==> config.mk <==
export PLATFORM = sky130hd
export DESIGN_NAME = mem_port_arbiter
export DESIGN_NICKNAME = d
export VERILOG_FILES = /design/src/rtl/mem_port_arbiter.sv
export SDC_FILE = /design/constraint.sdc
export NUM_CORES = 1
export LEC_CHECK = 0
export BUFFER_PORTS_ARGS = -buffer_cell sky130_fd_sc_hd__buf_2
export CORE_AREA = 8 8 625 627
export DETAILED_ROUTE_END_ITERATION = 7
export DIE_AREA = 0 0 633 635
export SYNTH_ARGS = -nofsm -noshare
export SYNTH_HDL_FRONTEND = slang
export SYNTH_SLANG_ARGS = --single-unit
export TNS_END_PERCENT = 100
==> constraint.sdc <==
create_clock -name clk -period 2.4 [get_ports clk]
set_input_delay 0.48 -clock clk [delete_from_list [all_inputs] [get_ports clk]]
set_output_delay 0.48 -clock clk [all_outputs]
set_load 0.03 [all_outputs]
==> src/rtl/mem_port_arbiter.sv <==
// mem_port_arbiter: fronts one single-port synchronous RAM (registered read
// data, 1-cycle read latency) for two requesters. Commands are granted
// round-robin. After reset, and again on clear_start, every RAM word is
// written to zero by a sweep before any command is served.
//
// Handshake: a requester raises reqN_valid with a stable command
// (we/adr/dat). The command is accepted in the cycle reqN_ready=1, and only
// then. Until it is accepted the requester must hold the command unchanged,
// because the arbiter does not latch commands. A read accepted in cycle T
// returns data in cycle T+1, with rspN_valid high for exactly that one cycle.
// Responses cannot be stalled. A write has no response: its accept is its
// completion.
module mem_port_arbiter #(
  parameter int SIZE  = 16,
  parameter int WIDTH = 256
) (
  input  logic             clk,
  input  logic             rst,
  input  logic             clear_start,
  output logic             clear_busy,
  input  logic             req0_valid,
  input  logic             req0_we,
  input  logic [SIZE-1:0]  req0_adr,
  input  logic [WIDTH-1:0] req0_dat,
  output logic             req0_ready,
  output logic             rsp0_valid,
  output logic [WIDTH-1:0] rsp0_dat,
  input  logic             req1_valid,
  input  logic             req1_we,
  input  logic [SIZE-1:0]  req1_adr,
  input  logic [WIDTH-1:0] req1_dat,
  output logic             req1_ready,
  output logic             rsp1_valid,
  output logic [WIDTH-1:0] rsp1_dat,
  output logic             mem_sel,
  output logic             mem_we,
  output logic [SIZE-1:0]  mem_adr,
  output logic [WIDTH-1:0] mem_dat_i,
  input  logic [WIDTH-1:0] mem_dat_o,
  output logic             state_dbg_o   // 0 = CLEAR, 1 = SERVE
);

  typedef enum logic {
    ST_CLEAR = 1'b0,
    ST_SERVE = 1'b1
  } state_t;

  localparam logic [SIZE-1:0] CLR_LAST = '1;

  state_t          state_q, state_d;
  logic [SIZE-1:0] clr_cnt_q, clr_cnt_d;
  logic            last_grant_q, last_grant_d;  // 1 = requester 1 was granted last
  logic            rsp0_valid_q, rsp0_valid_d;
  logic            rsp1_valid_q, rsp1_valid_d;
  logic            grant0, grant1;

  // The RAM registers its read data, so a response is the RAM output
  // qualified by a delayed read grant.
  assign rsp0_valid  = rsp0_valid_q;
  assign rsp1_valid  = rsp1_valid_q;
  assign rsp0_dat    = mem_dat_o;
  assign rsp1_dat    = mem_dat_o;
  assign state_dbg_o = state_q;

  // Next state, arbitration and RAM drive. While reset is high, every output
  // keeps its idle default.
  always_comb begin
    state_d      = state_q;
    clr_cnt_d    = clr_cnt_q;
    last_grant_d = last_grant_q;
    grant0       = 1'b0;
    grant1       = 1'b0;
    clear_busy   = 1'b0;
    req0_ready   = 1'b0;
    req1_ready   = 1'b0;
    mem_sel      = 1'b0;
    mem_we       = 1'b0;
    mem_adr      = '0;
    mem_dat_i    = '0;
    if (!rst) begin
      case (state_q)
        ST_CLEAR: begin
          // One zero write per cycle. The last address is written in the
          // same cycle that hands over to SERVE.
          clear_busy = 1'b1;
          mem_sel    = 1'b1;
          mem_we     = 1'b1;
          mem_adr    = clr_cnt_q;
          if (clr_cnt_q == CLR_LAST) begin
            clr_cnt_d = '0;
            state_d   = ST_SERVE;
          end else begin
            clr_cnt_d = clr_cnt_q + 1'b1;
          end
        end
        ST_SERVE: begin
          if (clear_start) begin
            // A clear request takes priority. Nothing is granted this cycle.
            state_d   = ST_CLEAR;
            clr_cnt_d = '0;
          end else begin
            // When both requesters are valid, grant the one that did not
            // win last time.
            if (req0_valid && (!req1_valid || last_grant_q)) begin
              grant0 = 1'b1;
            end else if (req1_valid) begin
              grant1 = 1'b1;
            end
            if (grant0) begin
              req0_ready   = 1'b1;
              mem_sel      = 1'b1;
              mem_we       = req0_we;
              mem_adr      = req0_adr;
              mem_dat_i    = req0_dat;
              last_grant_d = 1'b0;
            end else if (grant1) begin
              req1_ready   = 1'b1;
              mem_sel      = 1'b1;
              mem_we       = req1_we;
              mem_adr      = req1_adr;
              mem_dat_i    = req1_dat;
              last_grant_d = 1'b1;
            end
          end
        end
        default: begin
          state_d = ST_CLEAR;
        end
      endcase
    end
    rsp0_valid_d = grant0 & ~req0_we;
    rsp1_valid_d = grant1 & ~req1_we;
  end

  // State register. Reset restarts the clear sweep from address 0 and drops
  // any response that is pending.
  always_ff @(posedge clk) begin
    if (rst) begin
      state_q      <= ST_CLEAR;
      clr_cnt_q    <= '0;
      last_grant_q <= 1'b1;
      rsp0_valid_q <= 1'b0;
      rsp1_valid_q <= 1'b0;
    end else begin
      state_q      <= state_d;
      clr_cnt_q    <= clr_cnt_d;
      last_grant_q <= last_grant_d;
      rsp0_valid_q <= rsp0_valid_d;
      rsp1_valid_q <= rsp1_valid_d;
    end
  end

endmodule

; ---- Word-level counts from Yosys, hierarchy flattened
; Index checks and enable logic that the tools add are counted.
[op_classes]
n_bitwise = 6
n_mux = 53
eq_ne = 2
add_sub_neg = 1
n_reduce_logical = 5
[ops]
columns = cell, count
row1 = $mux W256, 5
row2 = $mux W16, 6
row3 = $pmux W16 S2, 2
row4 = $mux W1, 37
row5 = $add A16 B1 Y16 const B, 1
row6 = $eq A16 B16 Y1 const B, 1
row7 = $pmux W1 S2, 3
row8 = $not A1 Y1, 4
row9 = $reduce_and A3 Y1, 1
row10 = $and A1 B1 Y1, 2
row11 = $ne A2 B2 Y1 const B, 1
row12 = $reduce_bool A2 Y1, 1
row13 = $logic_and A1 B1 Y1, 1
row14 = $logic_not A1 Y1, 1
row15 = $logic_or A1 B1 Y1, 1
[totals]
output_inout_bits = 792
reg_bits = 20
wordCells = 72
input_bits = 807

; ---- Depth between registers and ports, before layout
[logic_depth]
ltp_word = 12
ltp_mapped = 8
depth_no_buf = 5

; ---- Worst setup path before layout
; Ideal clock, no wire load.
[synth_timing]
kind = register to output
startpoint = register state_q, in the netlist state_dbg_o
endpoint = output mem_dat_i[247]
path_slack_ns = -0.190
path_stages_with_launch = 9
arrival_time_ns = 2.110
required_ns = 1.920
path_buffers = 4
path_cell_list = dfxtp_1 > buf_6 > nand2b_4 > nor2_1 > and3_1 > clkbuf_1 > buf_2 > buf_2 > a22o_1
[synth_between]
elab_chain_len = 2
[synth_lines]
columns = element, line
row1 = from (decl), 50  ; state_t state_q, state_d;
row2 = from (signal assigned), 145  ; state_q <= state_d;
row3 = $mux W256, 81  ; case (state_q)
row4 = $mux W256, 80  ; if (!rst) begin
row5 = to (decl), 38  ; output logic [WIDTH-1:0] mem_dat_i,
; Every way passes these cells.

; ---- Worst setup path in the final report
[layout_timing]
startpoint = input req1_valid
endpoint = output mem_dat_i[84]
[layout_between]
elab_chain_len = 12
word_cells_on_any_way = 17
classes_between = mux: 14 / reduce/logical: 3
[layout_lines]
columns = element, line
row1 = from (decl), 28  ; input logic req1_valid,
row2 = $logic_not A1 Y1, 104  ; if (req0_valid && (!req1_valid || last_grant_q)) begin
row3 = $logic_or A1 B1 Y1, 104
row4 = $logic_and A1 B1 Y1, 104
row5 = $mux W1, 104
row6 = $mux W1, 97  ; if (clear_start) begin
row7 = $mux W1, 81
row8 = $mux W1, 80
row9 = $mux W256, 116  ; end else if (grant1) begin
row10 = $mux W256 *, 109  ; if (grant0) begin
row11 = $mux W256 *, 97
row12 = $mux W256 *, 81
row13 = $mux W256 *, 80
; Every way passes the cells marked *; elsewhere a longest branch is shown, timed or not. The select of a mux whose other input is x is not followed.

==> key figures <==
Cells and area
  – Commonest non-fill, non-tap cells in the layout: buf_2, a22o_1, buf_12
  – Fill cells: 45190
  – Post-route cell area: 17580 um^2
  – Commonest non-fill, non-tap cell in the layout: buf_2
  – Final nets: 2130
  – Syn-to-layout area delta: 126.7%
  – Fin cells: 6551
  – Post-Route Utilization: 4.620%
  – Share of cells above drive strength 1: 72.90%

STA
  – Setup Skew: 0.003684 ns
  – Hold Fails Final Rpt: 0
  – Crit share post-route: 102.0%
  – Worst-margin pin slew: 0.4969 ns
  – Final Max Slew Viols: 0
  – Max-slew headroom: 67.10%
  – Post-layout min period: 2.448 ns
  – # setup viols final: 71
  – Worst setup margin: -0.04845 ns
  – Max Freq: 408.4 MHz
  – Final hold slack: 0.4397 ns
  – RSZ-0062 raised after global routing: yes

Pwr
  – Maximum vdd drop: 0.2131 mV
  – Total power draw: 1.503 mW
  – Gate power share: 51.6%
  – Int Pwr: 0.9564 mW
  – Clock power share: 25.1%
  – Power Density: 85.50 nW/um^2
  – Leak: 5.986 nW
  – Sequential Power Share: 23.4%
  – Sw Pwr: 0.5469 mW
  – Sw Ratio: 36.38%

Place
  – Hpwl dp: 337.2 mm
  – RD Place Congestion: 1.099
  – Placed Area: 16670 um^2
  – Placed cells: 6345
  – IO Port Bufs: 830

Clocking
  – Root buffer selected by CTS: clkbuf_16
  – Skew-Pair Late Insertion Delay: 0.25 ns
  – CTS tree: done
  – Number of buffers created by CTS: 3
  – Clk buf depth: 2
  – CTS Sinks: 20
  – H-tree depth: 1
  – Clock slew at reported path FFs: 0.05 ns

Route
  – Via density: 1.930
  – Initial DRC count: 1298
  – Final antenna-violating net count: 0
  – DRC: 0
  – Met3 WL: 97.55 mm
  – Metal-1 WL: 85.56 mm
  – Routed met2 length: 150.2 mm
  – Final wirelength: 346.8 mm
  – Initial DRT Pass Iterations: 7
  – Max layer used: met5
  – DR WL/cell: 52.94 um
  – DR vias: 12640

Die
  – I/O pin total: 1599
  – Core area: 380600 um^2
  – Width of the die: 633 um
  – Chip height: 635 um
  – Rows: 227
  – Die area: 402000 um^2
  – Initial Util: 2.038%

Logic synthesis
  – Ys async rst share: 0%
  – Yosys warns: 0
  – Sequential fraction of the synthesis area: 5.162%
  – Cells after synthesis: 990
  – Syn Nets: 1798
  – Count of cell types in the netlist: 43
  – Post-synth EDFFs: 0
  – Syn avg cell area: 7.835 um^2
  – Post-Syn Area: 7756 um^2
  – Top_reg_cell synth: dfxtp_1
  – Number of synthesized register bits: 20

Run status
  – Failing checks: negative setup slack
  – Outcome: finished with violations

Global route
  – All-Layer GR Usage: 16.41%
  – Vias in the first global route: 10410
  – Global route overflow: 0
  – Largest net degree at the start of global routing: 44
  – Antenna violations before repair: 452
  – First-pass GRT wire length: 370.5 mm

Worst hold path
  – HP Class: input pin to flop

Worst setup path
  – Setup CP Type: input pin to output pin
  – Worst setup EP type: output pin
  – Crit path launch type: input pin
  – Arr. time, crit path: 1.97 ns
  – Worst path required time: 1.92 ns
  – CP Max Fanout: 21

Flow run
  – Max cap viols: 0
## cells in the mapped netlist (3+ instances only)
library cell	number	share of area, %
o21ai_0	6	0.39
nand3_1	6	0.39
nor3_1	5	0.32
a31oi_1	13	1.0
a22o_1	258	29
nor2_1	13	0.63
and4_1	3	0.34
a221o_1	16	2.1
and2_1	13	1.0
buf_2	57	3.7
dfxtp_1	20	5.2
and3_1	3	0.24
nand3b_1	6	0.58
nand4_1	5	0.40
clkbuf_1	8	0.39
buf_4	513	50
nand2_1	7	0.34
buf_6	3	0.44
## logic make-up (layout without fill, tap and decap cells)
family,count (synthesis),in the layout,synth area share [%]
flip-flops,20,20,5.162
AND/OR/NAND/NOR,76,76,6.049
XOR/XNOR,2,2,0.2259
AO/OA/AOI/OAI,308,308,34.15
buffers and inverters,583,914,54.25
adder cells (fa/ha/maj),1,1,0.1613
other,0,192,0
## registers in the layout, indices dropped and copies added, names as in the netlist
register / cells
rsp1_valid: 1
rsp0_valid: 1
last_grant_q: 1
state_dbg_o: 1
clr_cnt_q: 16
## stage by stage
| step | setup TNS [ns] | worst slack (ns) |
|---|---|---|
| global placement | -4.565 | -0.09717 |
| CTS | -0.4910 | -0.02978 |
| detailed placement | -9.475 | -0.1112 |
| finish | -1.350 | -0.04845 |
| global route | -4.572 | -0.07466 |
| floorplan | 0 | 0.1020 |
## final timing paths
kind	depth (start not counted)	start	slack (ns)	endpoint
max	7	req1_valid	-0.05	mem_dat_i[84]
min	2	req1_we	0.44	rsp1_valid$_SDFF_PP0_
max reg2reg	5	clr_cnt_q[0]$_SDFFE_PP0P_	0.17	clr_cnt_q[9]$_SDFFE_PP0P_
min reg2reg	1	last_grant_q$_SDFFE_PP1P_	0.47	last_grant_q$_SDFFE_PP1P_
## critical path, stage by stage
cell	delay [ns]
buf_2	0.14
a21boi_1	0.24
and2_4	0.27
buf_12	0.20
clkbuf_16	0.23
a22o_1	0.15
buf_2	0.19
## metal layers
metal / track usage (%) / vias up
li1: - / 3997
met1: 11.57 / 5298
met2: 25.83 / 2295
met3: 22.09 / 807
met4: 3.400 / 244
met5: 1.839 / -
## cell type report
| cell class | instances | area, um^2 | share of cell area (%) |
|---|---|---|---|
| diodes | 192 | 480.5 | 2.732 |
| clock buffers | 4 | 88.84 | 0.5052 |
| inverters | 2 | 7.507 | 0.04269 |
| multi-input cells | 387 | 3263 | 18.56 |
| flip-flops and latches | 20 | 402.9 | 2.291 |
| well taps | 5038 | 6304 | 35.85 |
| repair buffers | 908 | 7038 | 40.02 |
## power by group through the flow
stage                     clock network (mW)  registers [mW]  logic [mW]
final                                  0.377           0.351       0.775
after global placement                     0           0.358       0.783
after detailed placement                   0           0.358       0.796
after CTS                              0.381           0.351       0.802
after floorplan                            0           0.354        1.65
after global routing                   0.400           0.352       0.811
## repair_timing
item / 4_1_cts / 5_1_grt
gates resized for setup: 18 / 43
hold buffers: 0 / 0
gates cloned: 0 / 3
setup endpoints to repair: 208 / 223
pin swaps: 2 / 5
buffers inserted: 3 / 4
Note: power is estimated with default switching activity, not from simulation.
